--- src/rtl/uart_rx_sink_if.sv ---
// rtl/uart_rx_sink_if.sv - byte output handshake between uart_rx_sink and its consumer
interface uart_rx_sink_if;
  logic [7:0] dout_data;
  logic       dout_valid;
  logic       dout_ready;

  modport master (output dout_data, output dout_valid, input dout_ready);
  modport slave  (input dout_data, input dout_valid, output dout_ready);
endinterface

--- src/rtl/uart_rx_sink.sv ---
// rtl/uart_rx_sink.sv - 8N1 UART receiver feeding a first-word fall-through byte FIFO
module uart_rx_sink #(
  parameter int CLKS_PER_BIT = 868,
  parameter int FIFO_DEPTH   = 8
) (
  input  logic                            clk,
  input  logic                            rst_n,
  input  logic                            rx,
  uart_rx_sink_if.master                  dout,
  output logic                            frame_err,
  output logic                            overflow,
  output logic [$clog2(FIFO_DEPTH+1)-1:0] fifo_count
);

  localparam int CW = $clog2(CLKS_PER_BIT);
  localparam int AW = $clog2(FIFO_DEPTH);
  localparam int NW = $clog2(FIFO_DEPTH + 1);
  localparam logic [CW-1:0] CNT_LAST = CW'(CLKS_PER_BIT - 1);
  localparam logic [CW-1:0] CNT_HALF = CW'(CLKS_PER_BIT / 2 - 1);
  localparam logic [NW-1:0] CNT_FULL = NW'(FIFO_DEPTH);

  typedef enum logic [2:0] {
    IDLE      = 3'd0,
    START     = 3'd1,
    DATA      = 3'd2,
    STOP      = 3'd3,
    WAIT_IDLE = 3'd4
  } state_t;

  state_t         state, state_n;
  logic           rx_meta, rx_s;
  logic [CW-1:0]  clk_cnt, clk_cnt_n;
  logic [2:0]     bit_cnt, bit_cnt_n;
  logic [7:0]     shift, shift_n;
  logic           push;

  logic [7:0]     mem [FIFO_DEPTH];
  logic [AW-1:0]  wr_ptr, rd_ptr;
  logic [NW-1:0]  count;
  logic           full, pop, wr_en;

  // Two-flop synchronizer for the asynchronous serial line; idles high.
  always_ff @(posedge clk or negedge rst_n) begin
    if (!rst_n) begin
      rx_meta <= 1'b1;
      rx_s    <= 1'b1;
    end else begin
      rx_meta <= rx;
      rx_s    <= rx_meta;
    end
  end

  // Receiver state and bit-timing registers.
  always_ff @(posedge clk or negedge rst_n) begin
    if (!rst_n) begin
      state   <= IDLE;
      clk_cnt <= '0;
      bit_cnt <= '0;
      shift   <= '0;
    end else begin
      state   <= state_n;
      clk_cnt <= clk_cnt_n;
      bit_cnt <= bit_cnt_n;
      shift   <= shift_n;
    end
  end

  // Frame decoding: mid-bit sampling, LSB-first shift, stop-bit verdict.
  always_comb begin
    state_n   = state;
    clk_cnt_n = clk_cnt + 1'b1;
    bit_cnt_n = bit_cnt;
    shift_n   = shift;
    push      = 1'b0;
    frame_err = 1'b0;
    case (state)
      IDLE: begin
        clk_cnt_n = '0;
        bit_cnt_n = '0;
        if (!rx_s) state_n = START;
      end
      START: begin
        if (clk_cnt == CNT_HALF) begin
          clk_cnt_n = '0;
          state_n   = rx_s ? IDLE : DATA;
        end
      end
      DATA: begin
        if (clk_cnt == CNT_LAST) begin
          clk_cnt_n = '0;
          shift_n   = {rx_s, shift[7:1]};
          bit_cnt_n = bit_cnt + 3'd1;
          if (bit_cnt == 3'd7) state_n = STOP;
        end
      end
      STOP: begin
        if (clk_cnt == CNT_LAST) begin
          clk_cnt_n = '0;
          if (rx_s) begin
            push    = 1'b1;
            state_n = IDLE;
          end else begin
            frame_err = 1'b1;
            state_n   = WAIT_IDLE;
          end
        end
      end
      WAIT_IDLE: begin
        clk_cnt_n = '0;
        if (rx_s) state_n = IDLE;
      end
      default: begin
        clk_cnt_n = '0;
        state_n   = IDLE;
      end
    endcase
  end

  assign full     = (count == CNT_FULL);
  assign pop      = dout.dout_valid & dout.dout_ready;
  assign wr_en    = push & (~full | pop);
  assign overflow = push & full & ~pop;

  // FIFO pointers and occupancy; a simultaneous push and pop leaves count unchanged.
  always_ff @(posedge clk or negedge rst_n) begin
    if (!rst_n) begin
      wr_ptr <= '0;
      rd_ptr <= '0;
      count  <= '0;
    end else begin
      if (wr_en) wr_ptr <= wr_ptr + 1'b1;
      if (pop)   rd_ptr <= rd_ptr + 1'b1;
      case ({wr_en, pop})
        2'b10:   count <= count + 1'b1;
        2'b01:   count <= count - 1'b1;
        default: count <= count;
      endcase
    end
  end

  // Byte storage; contents need no reset because occupancy gates visibility.
  always_ff @(posedge clk) begin
    if (wr_en) mem[wr_ptr] <= shift;
  end

  assign dout.dout_valid = (count != '0);
  assign dout.dout_data  = dout.dout_valid ? mem[rd_ptr] : 8'h00;
  assign fifo_count      = count;

endmodule

--- src/flat_wrapper.sv ---
// flat-port wrapper written by rule: the top's interface ports become plain ports
module uart_rx_sink_flat 
#(
  parameter int CLKS_PER_BIT = 868,
  parameter int FIFO_DEPTH   = 8
)
  (clk, rst_n, rx, frame_err, overflow, fifo_count, dout_dout_data, dout_dout_valid, dout_dout_ready);
  uart_rx_sink_if dout_i ();
  input  logic clk;
  input  logic rst_n;
  input  logic rx;
  output logic frame_err;
  output logic overflow;
  output logic [$clog2(FIFO_DEPTH+1)-1:0] fifo_count;
  output wire logic [$bits(dout_i.dout_data)-1:0] dout_dout_data;
  output wire logic [$bits(dout_i.dout_valid)-1:0] dout_dout_valid;
  input wire logic [$bits(dout_i.dout_ready)-1:0] dout_dout_ready;
  assign dout_dout_data = dout_i.dout_data;
  assign dout_dout_valid = dout_i.dout_valid;
  assign dout_i.dout_ready = dout_dout_ready;
  uart_rx_sink #(.CLKS_PER_BIT(CLKS_PER_BIT), .FIFO_DEPTH(FIFO_DEPTH)) u_core (.clk(clk), .rst_n(rst_n), .rx(rx), .dout(dout_i), .frame_err(frame_err), .overflow(overflow), .fifo_count(fifo_count));
endmodule
--- config.mk ---
export PLATFORM = sky130hd
export DESIGN_NAME = uart_rx_sink_flat
export DESIGN_NICKNAME = d
export VERILOG_FILES = /design/src/rtl/uart_rx_sink_if.sv /design/src/rtl/uart_rx_sink.sv /design/src/flat_wrapper.sv
export SDC_FILE = /design/constraint.sdc
export NUM_CORES = 1
export LEC_CHECK = 0
export ABC_AREA = 1
export CAP_MARGIN = 20
export CORE_MARGIN = 2
export CORE_UTILIZATION = 45
export DETAILED_ROUTE_END_ITERATION = 16
export PLACE_DENSITY = 0.63
export SYNTH_ARGS = -nofsm -noshare
export SYNTH_HDL_FRONTEND = slang
export SYNTH_SLANG_ARGS = --single-unit
--- constraint.sdc ---
create_clock -name clk -period 3.72 [get_ports clk]
set_input_delay 0.93 -clock clk [delete_from_list [all_inputs] [get_ports clk]]
set_output_delay 0.93 -clock clk [all_outputs]
set_load 0.03 [all_outputs]
==> out/qor.log, run 1 <==
[run_status] outcome finished, final reports clean
[die] die extent in y 104 microns
[setup_path] Worst Setup Path Type input pin to output port
[die] Die W 104 microns
[finish] flip-flop and latch area 2830 sq um
[route] Wirelength per Cell 14.7 microns
[finish] share of post-route cells with drive strength above 1 0.106
[synth] Synth cell types 33
[die] area enclosed by the die boundary 10,800 sq um
[synth] fraction of synthesis flops using an asynchronous set or reset pin 0.360
[route] DRC marker count from the first detailed-route iteration 101
[synth] number of synthesized register bits 100
[synth] biggest area contributors in the synthesized netlist sky130_fd_sc_hd__edfxtp_1 43%, sky130_fd_sc_hd__dfrtp_1 19%, sky130_fd_sc_hd__nor2_1 5.8%, sky130_fd_sc_hd__o21ai_0 4.9%, sky130_fd_sc_hd__nand2_1 4.8%
[clock_tree] worst skew pair latency 360 ps
[place] placed instance area 4860 sq um
[place] number of buffer cells added on primary ports 18
[setup_path] Critical Path AT 2480 ps
[global_routing] wire length of the first global-routing pass 14.4 mm
[clock_tree] TritonCTS clock tree done
[setup_path] CP max-delay cell sky130_fd_sc_hd__clkdlybuf4s50_1
[die] core region area 9730 sq um
[synth] synthesized area divided by synthesized cell count 10.8 sq um
[min_path] hold crit path type register to register
[setup_path] CP Cell Sequence clkdlybuf4s50_1 -> nor2_1 -> nand2_1 -> nor4_1 -> clkdlybuf4s50_1
[global_routing] total global routing track utilization 0.168
[min_path] launch instance of the worst min-delay path u_core.rx_meta$_DFF_PN1_
[finish] share of the core filled with cells 0.521
[min_path] count of cells along the worst hold path 0
[place] half-perimeter wire length after detailed placement 5.81 mm
[synth] Top FF cell, synth sky130_fd_sc_hd__edfxtp_1
[synth] sequential element share of the synthesized area 0.628
[setup_path] CP dominant cell by count sky130_fd_sc_hd__clkdlybuf4s50_1
[route] router iterations before antenna repair 4
[finish] area used by multi-input combinational logic 1480 sq um
[clock_tree] clock transition at the registers of the reported paths 100 ps
[global_routing] antenna violations before repair 0
[synth] post-synthesis instance total 417
[route] via-per-instance ratio 5.11
[pwr] P per Cell Area 602 nW/um^2
[route] routed wire length 8.58 mm
[clock_tree] maximum clock insertion buffer count 2
[setup_path] worst reg2reg path startpoint u_core.clk_cnt[0]$_DFF_PN0_
[timing] number of max-slew violations in the final report 0
[clock_tree] number of post-CTS setup repair buffers 0
[clock_tree] Num CTS Buffers 9
[clock_tree] total of cells resized after clock tree synthesis 0
[timing] aggregate negative setup slack 0 ps
[place] routability congestion estimate 0.850
[timing] number of endpoints failing setup at the final stage 0
[route] via total after detailed routing 2,985
[setup_path] maximum cell stage delay along the critical path 720 ps
[clock_tree] hold buffer count at cts 0
[timing] Setup Skew 15.2 ps
[global_routing] largest net degree at the start of global routing 37
[setup_path] category of the worst setup path capture point output port
[min_path] end of the worst hold path u_core.rx_s$_DFF_PN1_
[finish] layout net count 459
[synth] post-synth top area cell sky130_fd_sc_hd__edfxtp_1
[finish] Filler cells 892
[clock_tree] buffer cell driving the clock tree root sky130_fd_sc_hd__clkbuf_8
[setup_path] internal reg-to-reg setup slack 1240 ps
[synth] Syn Nets 430
[pwr] leak pwr 2.22 nW
[job] max_cap viols 0
[setup_path] critical path fanouts, max 2
[die] total I/O pin count 19
[finish] most frequent standard cell in the layout excluding fill and tap cells sky130_fd_sc_hd__nor2_1
[setup_path] element type at the critical path start input pin
[route] Routed Antenna Nets 0
[finish] final non-filler cell area 5070 sq um
[clock_tree] Num Clock Sinks 100
[die] num rows 36
[route] DRC errors left 0
[setup_path] data required time of the critical path 2790 ps
[synth] area fraction of the dominant cell type after synthesis 0.427
[timing] Slew Limit Headroom 0.435
[global_routing] number of global-route vias before repair 2,958
[timing] crit path time final 3410 ps
[synth] number of enable-type register cells in the synthesized netlist 64
[timing] count of final hold-check violations 0
[setup_path] Worst R2R End u_core.fifo_count[2]$_DFFE_PN0P_
[timing] part of the cycle the worst path needs 0.918
[timing] Worst Max-Slew Pin Slew 844 ps
[pwr] Max rail drop VDD 0.342 mV
[timing] unrepaired setup endpoints after global routing no
[finish] Antenna Diode Count 0
[synth] YS warnings 0
[global_routing] leftover overflow at the end of global routing 0
[clock_tree] total number of H-tree levels 3
[finish] commonest cells after routing, fill and taps aside 69 x sky130_fd_sc_hd__nor2_1, 64 x sky130_fd_sc_hd__edfxtp_1, 57 x sky130_fd_sc_hd__nand2_1
[finish] Area growth syn-to-layout 12.7%
[synth] cell area after synthesis 4500 sq um
[die] Initial Utilization 0.462
[setup_path] number of cells traversed by the worst register-to-register path 10
[timing] Max Fclk 293 MHz
per-stage QoR:
step                hold WS [ps]  setup slack, ps  instances  power (W)
floorplan                    345              642        417    0.00200
global placement             348              301        568    0.00235
detailed placement           348              315        568    0.00237
CTS                          365              289        584    0.00308
global route                 369              116        584    0.00323
finish                       367              306        584    0.00305
worst max path at each step:
stage / to / slack, ps / startpoint
6_report: overflow / 310 / dout_dout_ready
2_1_floorplan: overflow / 640 / dout_dout_ready
4_1_cts: dout_dout_data[7] / 290 / u_core.rd_ptr[0]$_DFFE_PN0P_
5_1_grt: dout_dout_data[6] / 120 / u_core.rd_ptr[0]$_DFFE_PN0P_
3_3_place_gp: overflow / 300 / dout_dout_ready
3_5_place_dp: overflow / 310 / dout_dout_ready
critical path, delay by kind of cell:
family / cells / cell delay (ps)
buf+inv: 2 / 1140
simple gates: 3 / 420
synth_stat cells (8+ instances only):
cell,number
sky130_fd_sc_hd__inv_1,28
sky130_fd_sc_hd__nor2_1,69
sky130_fd_sc_hd__buf_2,8
sky130_fd_sc_hd__o21ai_0,44
sky130_fd_sc_hd__dfrtp_1,34
sky130_fd_sc_hd__mux2i_1,8
sky130_fd_sc_hd__o22ai_1,8
sky130_fd_sc_hd__nor3_1,10
sky130_fd_sc_hd__a21oi_1,13
sky130_fd_sc_hd__edfxtp_1,64
sky130_fd_sc_hd__nand2_1,57
sky130_fd_sc_hd__ha_1,9
sky130_fd_sc_hd__xor2_1,9
sky130_fd_sc_hd__nand3_1,18
layer usage:
| layer | global-route usage | part of all wire | wire length [microns] | vias up |
|---|---|---|---|---|
| met5 | 0 | 0 | 0 | - |
| met4 | 0.0705 | 0.018 | 151 | 0 |
| met3 | 0.0282 | 0.038 | 323 | 11 |
| met2 | 0.270 | 0.47 | 4070 | 63 |
| met1 | 0.227 | 0.47 | 4030 | 1416 |
| li1 | - | - | - | 1495 |
flip-flops by register name (all words and copies together), names as in the netlist:
| register | cells |
|---|---|
| u_core.mem | 64 |
| u_core.clk_cnt | 10 |
| u_core.shift | 8 |
| u_core.fifo_count | 4 |
| u_core.bit_cnt | 3 |
| u_core.rd_ptr | 3 |
| u_core.state | 3 |
| u_core.wr_ptr | 3 |
| u_core.rx_meta | 1 |
| u_core.rx_s | 1 |
cells by family after synthesis:
| logic type | count (synthesis) | synth area share |
|---|---|---|
| and+or+nand+nor | 172 | 0.179 |
| DFF | 100 | 0.628 |
| AOI/OAI and AO/OA | 72 | 0.0840 |
| buffers and inverters | 44 | 0.0426 |
| xor gates and xnor gates | 12 | 0.0234 |
| adders and majority gates | 9 | 0.0250 |
| muxes | 8 | 0.0178 |
where the power goes:
| part | total, W | internal (W) | switching [W] |
|---|---|---|---|
| sequential | 0.00126 | 0.00121 | 0.0000461 |
| combinational | 0.00108 | 0.000402 | 0.000677 |
| clock | 0.000717 | 0.000324 | 0.000392 |
final cells by class:
class,instances,area share
Tap cell,133,0.0328
Inverter,31,0.0229
Clock inverter,6,0.0160
Clock buffer,10,0.0252
Timing Repair Buffer,31,0.0538
Sequential cell,100,0.557
Multi-Input combinational cell,273,0.292
Note: power is estimated with default switching activity, not from simulation.
==> run 2: changes to the inputs <==
--- a/config.mk
+++ b/config.mk
@@ -6,10 +6,10 @@
 export NUM_CORES = 1
 export LEC_CHECK = 0
 export ABC_AREA = 1
-export CAP_MARGIN = 20
 export CORE_MARGIN = 2
 export CORE_UTILIZATION = 45
 export DETAILED_ROUTE_END_ITERATION = 16
+export HOLD_SLACK_MARGIN = 0.15
 export PLACE_DENSITY = 0.63
 export SYNTH_ARGS = -nofsm -noshare
 export SYNTH_HDL_FRONTEND = slang
==> results of run 2 <==
No change in the layout: final DEF, timing and power equal those of run 1.
==> run 3: changes to the inputs <==
--- a/config.mk
+++ b/config.mk
@@ -6,11 +6,13 @@
 export NUM_CORES = 1
 export LEC_CHECK = 0
 export ABC_AREA = 1
+export CELL_PAD_IN_SITES_DETAIL_PLACEMENT = 0
+export CELL_PAD_IN_SITES_GLOBAL_PLACEMENT = 1
 export CORE_MARGIN = 2
 export CORE_UTILIZATION = 45
 export DETAILED_ROUTE_END_ITERATION = 16
 export HOLD_SLACK_MARGIN = 0.15
-export PLACE_DENSITY = 0.63
+export PLACE_DENSITY = 0.75
 export SYNTH_ARGS = -nofsm -noshare
 export SYNTH_HDL_FRONTEND = slang
 export SYNTH_SLANG_ARGS = --single-unit
==> out/qor.log, run 3 (synthesis gave the netlist of run 1 again) <==
[run_status] outcome finished, final reports clean
[setup_path] Worst Setup Path Type input pin to output port
[global_routing] leftover overflow at the end of global routing 0 [unchanged]
[setup_path] number of cells traversed by the worst register-to-register path 11 [+1]
[clock_tree] number of post-CTS setup repair buffers 0 [unchanged]
[timing] part of the cycle the worst path needs 0.931 [+0.0134]
[timing] number of endpoints failing setup at the final stage 0 [unchanged]
[clock_tree] maximum clock insertion buffer count 2 [unchanged]
[timing] crit path time final 3460 ps [+49.8 ps]
[route] DRC marker count from the first detailed-route iteration 136 [+35%]
[setup_path] category of the worst setup path capture point output port
[place] half-perimeter wire length after detailed placement 5.57 mm [-4.2%]
[min_path] count of cells along the worst hold path 0 [unchanged]
[route] Routed Antenna Nets 0 [unchanged]
[die] Initial Utilization 0.462 [unchanged]
[timing] aggregate negative setup slack 0 ps [unchanged]
[finish] most frequent standard cell in the layout excluding fill and tap cells sky130_fd_sc_hd__nor2_1
[global_routing] wire length of the first global-routing pass 13.8 mm [-4.3%]
[finish] layout net count 459 [unchanged]
[route] routed wire length 8.36 mm [-2.6%]
[global_routing] number of global-route vias before repair 2,798 [-5.4%]
[route] Wirelength per Cell 14.3 microns [-2.6%]
[place] routability congestion estimate 0.808 [-5.0%]
[global_routing] antenna violations before repair 0 [unchanged]
[clock_tree] hold buffer count at cts 0 [unchanged]
[finish] commonest cells after routing, fill and taps aside 69 x sky130_fd_sc_hd__nor2_1, 64 x sky130_fd_sc_hd__edfxtp_1, 57 x sky130_fd_sc_hd__nand2_1
[route] DRC errors left 0 [unchanged]
[job] max_cap viols 0 [unchanged]
[clock_tree] clock transition at the registers of the reported paths 90 ps [about the same]
[finish] Area growth syn-to-layout 12.9%
[timing] unrepaired setup endpoints after global routing no
[place] placed instance count 568 [unchanged]
[finish] largest registers ranked by flip-flop count u_core.mem: 64 flops, u_core.clk_cnt: 10 flops, u_core.shift: 8 flops
[setup_path] element type at the critical path start input pin
[clock_tree] buffer cell driving the clock tree root sky130_fd_sc_hd__clkbuf_8
[global_routing] total global routing track utilization 0.161 [-0.00678]
[route] via total after detailed routing 2,919 [-2.2%]
[route] router iterations before antenna repair 4 [unchanged]
[clock_tree] Num CTS Buffers 9 [unchanged]
[timing] count of final hold-check violations 0 [unchanged]
[finish] Biggest register u_core.mem
[die] total I/O pin count 19 [unchanged]
[pwr] leak pwr 2.22 nW [+0.15%]
[clock_tree] TritonCTS clock tree done
[global_routing] largest net degree at the start of global routing 37 [unchanged]
[die] core region area 9730 sq um [unchanged]
[clock_tree] total number of H-tree levels 3 [unchanged]
[clock_tree] worst skew pair latency 360 ps [about the same]
[pwr] Max rail drop VDD 0.331 mV [-3.1%]
[finish] share of post-route cells with drive strength above 1 0.109 [+0.00222]
[die] num rows 36 [unchanged]
[timing] Worst Max-Slew Pin Slew 905 ps [+60.4 ps]
[setup_path] data required time of the critical path 2790 ps [about the same]
[min_path] hold crit path type register to register
[setup_path] Critical Path AT 2530 ps [+50 ps]
[die] area enclosed by the die boundary 10,800 sq um [unchanged]
[die] Die W 104 microns [unchanged]
[timing] number of max-slew violations in the final report 0 [unchanged]
[place] number of buffer cells added on primary ports 18 [unchanged]
[clock_tree] Num Clock Sinks 100 [unchanged]
[timing] Slew Limit Headroom 0.395 [-0.0404]
[finish] number of flip-flops under the largest register name 64 [unchanged]
[die] die extent in y 104 microns [unchanged]
[timing] Max Fclk 289 MHz [-1.4%]
[finish] Antenna Diode Count 0 [unchanged]
[route] via-per-instance ratio 5.00 [-2.2%]
[finish] non-filler instance count after layout 584 [unchanged]
[pwr] P per Cell Area 600 nW/um^2 [-0.33%]
[clock_tree] total of cells resized after clock tree synthesis 0 [unchanged]
[setup_path] critical path fanouts, max 2 [unchanged]
[timing] Setup Skew 13.1 ps [-2.03 ps]
run 3: final cells by class:
class                   count  area [sq um]
fillers                   898          4650
flip-flops and latches    100          2830
multi-input cells         273          1480
repair buffers             31           285
well taps                 133           166
clock buffers               9           124
inverters                  31           116
clock inverters             7          80.1
run 3: per-layer routing:
metal	wire, microns	share of wire	GRT usage	vias to the layer above
li1	-	-	-	1492
met1	3890	0.47	0.224	1375
met2	4070	0.49	0.260	45
met3	299	0.036	0.0288	7
met4	93	0.011	0.0492	0
met5	0	0	0	-
run 3: power breakdown:
part / leakage (nW) / internal (W) / total [W] / switching [W]
registers: 1.20 / 0.00121 / 0.00126 / 0.0000516
logic: 0.921 / 0.000409 / 0.00108 / 0.000667
clock network: 0.103 / 0.000322 / 0.000709 / 0.000387
run 3: final timing paths:
kind	slack, ps	start	end
setup / recovery	260	dout_dout_ready	overflow
min in group asynchronous	650	rst_n	u_core.clk_cnt[2]$_DFF_PN0_
hold reg to reg	360	u_core.rx_meta$_DFF_PN1_	u_core.rx_s$_DFF_PN1_
setup reg to reg	1190	u_core.clk_cnt[0]$_DFF_PN0_	u_core.fifo_count[2]$_DFFE_PN0P_
hold / removal	360	u_core.rx_meta$_DFF_PN1_	u_core.rx_s$_DFF_PN1_
max in group asynchronous	2540	rst_n	u_core.bit_cnt[0]$_DFFE_PN0P_
run 3: per-stage QoR:
stage,power [W],instance area (sq um),utilization,worst slack (ps),hold slack (ps)
after global placement,0.00237,4870,0.501,210,349
after floorplan,0.00200,4500,-,642,345
after CTS,0.00309,5080,0.522,214,362
after detailed placement,0.00237,4870,0.501,239,348
after global routing,0.00322,5080,0.522,112,363
final,0.00305,5080,0.522,256,361
run 3: critical path, cell delays in order:
cell and delay (ps):
sky130_fd_sc_hd__clkdlybuf4s50_1 420, sky130_fd_sc_hd__nor2_1 120, sky130_fd_sc_hd__nand2_1 100, sky130_fd_sc_hd__nor4_1 250, sky130_fd_sc_hd__clkdlybuf4s50_1 720
